==> src/rtl/demux4x32_buf.sv <==
// 1-to-4 buffered demultiplexer: one producer feeds four single-entry holding registers,
// each drained by its own valid/ready consumer. It also keeps a wrapping accept counter.
module demux4x32_buf #(
  parameter int WIDTH = 32,
  parameter int CNT_W = 16
) (
  input  logic             CLK,
  input  logic             CLRN,
  input  logic [WIDTH-1:0] D,
  input  logic [1:0]       S,
  input  logic             IN_VALID,
  output logic             IN_READY,
  output logic [WIDTH-1:0] Y0,
  output logic [WIDTH-1:0] Y1,
  output logic [WIDTH-1:0] Y2,
  output logic [WIDTH-1:0] Y3,
  output logic [3:0]       OUT_VALID,
  input  logic [3:0]       OUT_READY,
  output logic [CNT_W-1:0] COUNT
);

  logic [WIDTH-1:0] y_reg [4];
  logic             valid_reg [4];
  logic [CNT_W-1:0] count_reg;
  logic             accept;
  logic [3:0]       load;
  logic [3:0]       valid_vec;

  assign valid_vec = {valid_reg[3], valid_reg[2], valid_reg[1], valid_reg[0]};

  // A full channel can still take a word in the same cycle its consumer drains it.
  assign IN_READY = CLRN & (~valid_vec[S] | OUT_READY[S]);
  assign accept   = IN_VALID & IN_READY;

  generate
    for (genvar gi = 0; gi < 4; gi++) begin : g_chan
      assign load[gi] = accept & (S == 2'(gi));

      always_ff @(posedge CLK or negedge CLRN) begin
        if (!CLRN) begin
          y_reg[gi]     <= '0;
          valid_reg[gi] <= 1'b0;
        end else begin
          if (load[gi]) begin
            y_reg[gi]     <= D;
            valid_reg[gi] <= 1'b1;
          end else if (OUT_READY[gi]) begin
            valid_reg[gi] <= 1'b0;
          end
        end
      end
    end
  endgenerate

  always_ff @(posedge CLK or negedge CLRN) begin
    if (!CLRN) begin
      count_reg <= '0;
    end else if (accept) begin
      count_reg <= count_reg + 1'b1;
    end
  end

  assign Y0        = y_reg[0];
  assign Y1        = y_reg[1];
  assign Y2        = y_reg[2];
  assign Y3        = y_reg[3];
  assign OUT_VALID = valid_vec;
  assign COUNT     = count_reg;

endmodule

==> config.mk <==
export PLATFORM = sky130hd
export DESIGN_NAME = demux4x32_buf
export DESIGN_NICKNAME = d
export VERILOG_FILES = /design/src/rtl/demux4x32_buf.sv
export SDC_FILE = /design/constraint.sdc
export NUM_CORES = 1
export LEC_CHECK = 0
export CORE_MARGIN = 3
export CORE_UTILIZATION = 54
export CTS_BUF_LIST = sky130_fd_sc_hd__clkbuf_4 sky130_fd_sc_hd__clkbuf_8
export CTS_CLUSTER_DIAMETER = 40
export DETAILED_ROUTE_END_ITERATION = 12
export DONT_BUFFER_PORTS = 1
export HOLD_SLACK_MARGIN = 0.08
export PLACE_DENSITY = 0.69
export SYNTH_ARGS = -nofsm -noshare
export SYNTH_HDL_FRONTEND = slang
export SYNTH_SLANG_ARGS = --single-unit
==> constraint.sdc <==
create_clock -name CLK -period 3.8 [get_ports CLK]
set_clock_uncertainty 0.05 [all_clocks]
set_input_delay 0.38 -clock CLK [delete_from_list [all_inputs] [get_ports CLK]]
set_output_delay 0.38 -clock CLK [all_outputs]
set_load 0.02 [all_outputs]
Word-level counts from Yosys, hierarchy flattened
Cells that the tools add are included.

Add/sub/neg operators: 1. Magnitude comparators: 1. Equal/unequal tests: 3. Multiplexer cells: 12. Bitwise operators: 8. Reductions and logical operators: 5.

Operators by type and width (count): 16-bit by 1-bit adder with 16-bit output, second input constant (1); 1-bit 2-to-1 mux (10); 2-bit nonzero test (4); 1-bit AND (6); 1-bit binary-select mux with 2-bit select (2); 2-bit == test, second input constant (2); 2-bit by 3-bit less-than comparator with 1-bit output, second input constant (1); 2-bit by 1-bit == test with 1-bit output, second input constant (1); 2-bit zero test (1); 1-bit NOT (1); 1-bit OR (1).

Register bits: 148. Input port bits: 41. Output and inout port bits: 149. Logic and storage cells: 39.

Logic depth before layout (Yosys ltp)
Gate-level depths: netlist of run 1.

Word-level depth: 8. Depth in mapped cells: 5. Mapped depth without buffers: 5.

Least setup slack after synthesis of run 1
Ideal clock, no wire load.

Path type: register to output. Start: register valid_reg (netlist bit OUT_VALID[1]). End: output port IN_READY. Data arrival time: 1600 ps. Data required time: 3370 ps. Path slack: 1770 ps. Stages on the path, launching flop included: 5. Buffers on the path: 1. Cells stage by stage: dfrtp_1 -> nor2b_1 -> mux4_2 -> buf_6 -> nor2_1.

Cells in the longest elaborated chain, start to end: 5.

Ends and longest elaborated chain: start, declared (RTL line 23) `logic valid_reg [4];`; start signal, assigned by index (RTL line 42) `valid_reg[gi] <= 1'b0;`; start signal, assigned by index (RTL line 46) `valid_reg[gi] <= 1'b1;`; start signal, assigned by index (RTL line 48) `valid_reg[gi] <= 1'b0;`; 1-bit binary-select mux with 2-bit select (RTL line 32) `assign IN_READY = CLRN & (~valid_vec[S] | OUT_READY[S]);`; 1-bit 2-to-1 mux (not written as such) (RTL line 32); 1-bit NOT (RTL line 32); 1-bit OR (RTL line 32); 1-bit AND (RTL line 32); end, declared (RTL line 12) `output logic IN_READY,`.

Every way passes these cells. The select of a mux whose other input is x is not followed.

Final worst setup path of run 1
Same ends and word-level chain as after synthesis.

==> qor.txt, run 1 <==
Final ANT Viol Nets - 0
CP endpoint kind - output pin
Switching Fraction - 0.331
Int Pwr - 0.00288 W
Die Wd - 109 um
EDFF count, synth - 0
Place WS - 1.25 ns
RSZ-0062 raised after global routing - no
crit-path leading delay family - multiplexers
first-pass GRT wire length - 18.5 mm
worst hold path type - in2async
cell area after layout - 6630 sq um
# DRC - 0
status - complete, but fails checks
DR WL/cell - 21.8 um
failing checks - hold timing
placed cells - 489
I/O pin count - 190
layout filler cell count - 749
fmax - 0.384 GHz
Total Routing Usage GR - 0.205
DR iter-0 viols - 202
largest net degree at the start of global routing - 151
VDD IR-drop max - 364 uV
placed instance area - 5910 sq um
post-CTS sizing - 0
fin crit period - 2.61 ns
TNS Setup - 0 ns
count leader, synth - dfrtp_1
hold slack - -0.403 ns
postcts setup bufs - 0
Storage cell area - 3700 sq um
clk_lat worst skew - 0.42 ns
total wire length - 12.0 mm
Initial Utilization - 0.557
Power per Cell Area - 648 nW/um^2
worst setup path class - reg2out
most common library cells after synthesis - 148 x dfrtp_1, 129 x mux2_2, 13 x xor2_1, 12 x buf_2, 7 x nand2_1
fraction of layout cells with a size suffix above 1 - 0.420
Leak - 2.91 nW
ant diodes - 0
vias - 3121
TritonCTS clock tree - done
Root Driver - clkbuf_8
post-synthesis cell area - 5750 sq um
asr flop ratio synth - 1.00
Yosys warning total - 0
critical path's slowest cell - mux4_2
final worst slack - 1.19 ns
TritonCTS buffer count - 17
crit share post-route - 0.686
total gr overflow - 0
Synth area leaders - dfrtp_1 64%, mux2_2 25%, xor2_1 2.0%, buf_2 1.0%, nor4_4 0.74%
#FFs+latches synth - 148
max-cap viol count - 0
Sw Pwr - 0.00142 W
startpoint types - flop
Critical Path Max Stage Delay - 0.68 ns
WP data arrival - 2.18 ns
CP Data Required Time - 3.37 ns
slew margin rel. - 0.310
initial antenna violation count - 0
# clock sinks - 148
Die H - 109 um
Flop pwr share - 0.616
cts hold-fix bufs - 32
syn_nets - 404
DR vias/cell - 5.67
critical path, cell by cell - nor2b_1 > mux4_2 > nor2_1
HPWL Detailed - 7.94 mm
Yosys top cell area share - 0.644
Mapped Cells - 362
synth unique cells - 25
Critical path buffers and inverters - 0
Slew Limit Fails - 0
final core utilization - 0.642
final setup fails - 0
routability cong. - 0.728
I/O Buffers - 0
Final nets - 446
core area - 10300 sq um
Seq/Total Area, Yosys - 0.644
Multi-input gate area - 1960 sq um
drt pass-1 iters - 5
vias in the first global route - 3399
die area - 11900 sq um
Reg clk slew, reported paths - 0.07 ns
clock power share - 0.283
worst-margin pin slew - 1.03 ns
CTS H-tree depth - 4
P&R area growth vs syn - 15.3%
Clock Path Buffers - 2
share of total power in combinational logic - 0.100
FP Rows - 37
Avg Inst Size Synth - 15.9 sq um
Primary FF master, synth - dfrtp_1
CP Max Fanout - 16
post-synth top area cell - dfrtp_1
setup slack, reg-to-reg - 1.42 ns
Non-Filler Instances - 550
Hold Vio Cnt, Final - 148
## registers in the layout (all words and copies together), names as in the netlist
register   count
Y3            32
Y1            32
Y0            32
Y2            32
COUNT         16
OUT_VALID      4
## power by group through the flow
stage | Sequential, W | Combinational, W | Clock (W)
floorplan | 0.00257 | 0.000349 | 0
global placement | 0.00268 | 0.000371 | 0
detailed placement | 0.00269 | 0.000397 | 0
CTS | 0.00266 | 0.000437 | 0.00124
global route | 0.00270 | 0.000480 | 0.00132
finish | 0.00265 | 0.000432 | 0.00122
## stage by stage
step	hold slack (ns)	power (W)
floorplan	0.0344	0.00292
global placement	0.0373	0.00305
detailed placement	0.0374	0.00309
CTS	-0.430	0.00434
global route	-0.442	0.00451
finish	-0.403	0.00430
## layer usage
layer | global-route usage | routed length (um) | up-vias
met4 | 0.0703 | 181 | 0
met3 | 0.102 | 1400 | 19
met1 | 0.249 | 4610 | 1610
li1 | - | - | 1358
met2 | 0.321 | 5810 | 134
met5 | 0 | 0 | -
## worst paths after layout
path,start,endpoint,cells after the start
setup / recovery,OUT_VALID[1],IN_READY,3
hold / removal,CLRN,Y2[2],0
setup reg to reg,OUT_VALID[3],Y3[18],4
hold reg to reg,COUNT[15],COUNT[15],1
max in group asynchronous,CLRN,Y0[1],0
min in group CLK,OUT_READY[3],OUT_VALID[3],2
## cells in the final DEF (no fill, tap or decap), types with 2 or more instances in the layout
| cell type | synthesis | routed |
|---|---|---|
| xnor2_1 | 2 | 2 |
| clkinv_2 | 0 | 4 |
| clkinvlp_4 | 0 | 2 |
| buf_4 | 0 | 5 |
| mux2_2 | 129 | 129 |
| and4_1 | 2 | 2 |
| nand2_1 | 7 | 7 |
| nand4_1 | 4 | 4 |
| nor2b_1 | 4 | 4 |
| xor2_1 | 13 | 13 |
| nor4_4 | 2 | 3 |
| nor4_1 | 5 | 5 |
| nand3_1 | 5 | 4 |
| clkbuf_8 | 0 | 19 |
| dlygate4sd3_1 | 0 | 32 |
| bufinv_16 | 0 | 3 |
| nor3_1 | 5 | 5 |
| dfrtp_1 | 148 | 148 |
| or2_2 | 2 | 2 |
| nor2_1 | 3 | 3 |
| nor4_2 | 3 | 2 |
| nand2b_1 | 2 | 2 |
| inv_1 | 6 | 6 |
## cell families (layout without fill, tap and decap cells)
group,count (synthesis),in the layout,synth area share
flops,148,148,0.644
mux,130,130,0.257
simple gates,47,47,0.0555
buf+inv,21,73,0.0189
xor+xnor,15,15,0.0228
fa+ha+maj,1,1,0.00218
## layout make-up
| type | count | area share |
|---|---|---|
| Tap cell | 136 | 0.0257 |
| Multi-Input combinational cell | 193 | 0.296 |
| Inverter | 6 | 0.00340 |
| Sequential cell | 148 | 0.559 |
| Clock buffer | 19 | 0.0394 |
| Timing Repair Buffer | 38 | 0.0570 |
| Clock inverter | 10 | 0.0202 |
No activity file was read; power rests on OpenSTA's default activity.
==> run 2, diff against run 1 <==
Settings changed: PLACE_DENSITY 0.69 to 0.72.
Clock period 3.8 ns to 2.3 ns, I/O delays scaled along.
==> run 2 against run 1 <==
Against the previous run: the flow still finishes with violations (hold timing); highest routed layer unchanged; largest cell class unchanged; power rose by 71%; critical endpoint unchanged; critical path depth did not move; cell count rose by 2.5%.
==> qor.txt, run 2 (synthesized netlist as in run 1, its figures left out) <==
final core utilization - 0.657 (+0.0149)
total wire length - 12.2 mm (+1.9%)
core area - 10300 sq um (unchanged)
worst hold path type - in2async
CP Max Fanout - 9 (-7)
Storage cell area - 3700 sq um (unchanged)
Critical Path Max Stage Delay - 0.60 ns (-0.08 ns)
fin crit period - 2.13 ns
initial antenna violation count - 0 (unchanged)
fmax - 0.469 GHz
FP Rows - 37 (unchanged)
failing checks - hold timing
I/O Buffers - 0 (unchanged)
critical path, cell by cell - nor2b_1 > mux4_2 > nor2_2
Final ANT Viol Nets - 0 (unchanged)
TNS Setup - 0 ns (unchanged)
placed instance area - 5960 sq um (+0.76%)
TritonCTS buffer count - 17 (unchanged)
slew margin rel. - 0.751 (+0.441)
final setup fails - 0 (unchanged)
fraction of layout cells with a size suffix above 1 - 0.437 (+0.0166)
startpoint types - flop
Die H - 109 um (unchanged)
P&R area growth vs syn - 18.0%
# clock sinks - 148 (unchanged)
placed cells - 495 (+1.2%)
total gr overflow - 0 (unchanged)
Hold Vio Cnt, Final - 148 (unchanged)
Slew Limit Fails - 0 (unchanged)
Non-Filler Instances - 564 (+2.5%)
DR vias/cell - 5.59 (-1.6%)
worst-margin pin slew - 0.373 ns (-0.661 ns)
max-cap viol count - 0 (unchanged)
hold slack - -0.559 ns (-0.156 ns)
ant diodes - 0 (unchanged)
VDD IR-drop max - 536 uV (+47%)
largest net degree at the start of global routing - 151 (unchanged)
DR WL/cell - 21.7 um (-0.68%)
Clock Path Buffers - 2 (unchanged)
commonest non-fill, non-tap cells in the layout - 148 x dfrtp_1, 129 x mux2_2, 34 x dlygate4sd3_1
Leak - 3.00 nW (+3.1%)
HPWL Detailed - 7.85 mm (-1.1%)
worst flop-to-flop path startpoint - OUT_VALID[1]
TritonCTS clock tree - done
layout filler cell count - 738 (-1.5%)
Multi-input gate area - 1960 sq um (+0.13%)
CP Data Required Time - 2.02 ns (-1.35 ns)
worst-case reg-to-reg path depth - 5 (+1)
# DRC - 0 (unchanged)
Final nets - 460 (+3.1%)
RSZ-0062 raised after global routing - no
first-pass GRT wire length - 18.6 mm (+0.63%)
Reg clk slew, reported paths - 0.08 ns (about the same)
clk_lat worst skew - 0.43 ns (about the same)
Power per Cell Area - 1080 nW/um^2 (+67%)
routability cong. - 0.722 (-0.81%)
crit share post-route - 0.928
setup slack, reg-to-reg - 0.29 ns (-1.13 ns)
CP startpoint - OUT_VALID[1]
WP data arrival - 1.85 ns (-0.33 ns)
cts hold-fix bufs - 34 (+6.3%)
CTS H-tree depth - 4 (unchanged)
vias in the first global route - 3352 (-1.4%)
vias - 3150 (+0.93%)
Root Driver - clkbuf_8
Die Wd - 109 um (unchanged)
status - complete, but fails checks
critical path's slowest cell - mux4_2
DR iter-0 viols - 155 (-23%)
Initial Utilization - 0.557 (unchanged)
worst setup path class - reg2out
most common cell after layout, fill and taps aside - dfrtp_1
CP endpoint kind - output pin
Total Routing Usage GR - 0.209 (+0.00361)
die area - 11900 sq um (unchanged)
I/O pin count - 190 (unchanged)
cell area after layout - 6780 sq um (+2.3%)
drt pass-1 iters - 4 (-1)
## run 2: cell count changes in the layout (fill, tap and decap cells not counted), moves of 2 or more
cell,before,now
buf_4,5,17
bufinv_16,3,5
clkbuf_4,0,3
clkbuf_8,19,17
clkinv_2,4,1
dlygate4sd3_1,32,34
## run 2: final timing paths
kind | endpoint
worst min-delay path | Y3[8]
max in group asynchronous | Y3[17]
min in group CLK | OUT_VALID[0]
worst max-delay path | IN_READY
worst min register to register | COUNT[15]
worst max register to register | COUNT[8]
## run 2: layer usage
| layer | up-vias | track usage | share of wire |
|---|---|---|---|
| li1 | 1392 | - | - |
| met1 | 1613 | 0.252 | 0.40 |
| met2 | 133 | 0.329 | 0.48 |
| met3 | 12 | 0.102 | 0.11 |
| met4 | 0 | 0.0730 | 0.011 |
| met5 | - | 0 | 0 |
## run 2: cell type report
| cell class | instances | share of cell area |
|---|---|---|
| Sequential cell | 148 | 0.546 |
| Clock inverter | 9 | 0.0266 |
| Tap cell | 136 | 0.0251 |
| Inverter | 6 | 0.00332 |
| Timing Repair Buffer | 52 | 0.0719 |
| Multi-Input combinational cell | 193 | 0.289 |
| Clock buffer | 20 | 0.0378 |
## run 2: where the power goes
part	leakage [nW]	switching, W	total (W)	internal (W)
logic	0.995	0.000254	0.000742	0.000487
registers	1.79	0.00119	0.00436	0.00317
clock network	0.219	0.000919	0.00223	0.00131
total	3.00	0.00237	0.00734	0.00497
## run 2: repair_timing
action	CTS	global route
setup endpoints to repair	1	1
pin swaps	0	0
gates resized for setup	1	0
setup buffers	0	6
endpoints found under the hold margin	278	148
## run 2: through the flow
step | worst slack, ns | power (W)
6_report | 0.167 | 0.00734
4_1_cts | 0.0238 | 0.00740
3_5_place_dp | 0.305 | 0.00509
5_1_grt | 0.0806 | 0.00765
2_1_floorplan | 0.420 | 0.00483
3_3_place_gp | 0.369 | 0.00504
## run 2: critical path: cells and delay by family, from the launching register on
family	cells	cell delay [ns]
flip-flops	1	0.39
AND/OR/NAND/NOR	2	0.44
multiplexers	1	0.60
==> run 3, diff against run 2 <==
Settings changed: SLEW_MARGIN from default to 15.
==> results of run 3 <==
No change in the layout: final DEF, timing and power equal those of run 2.
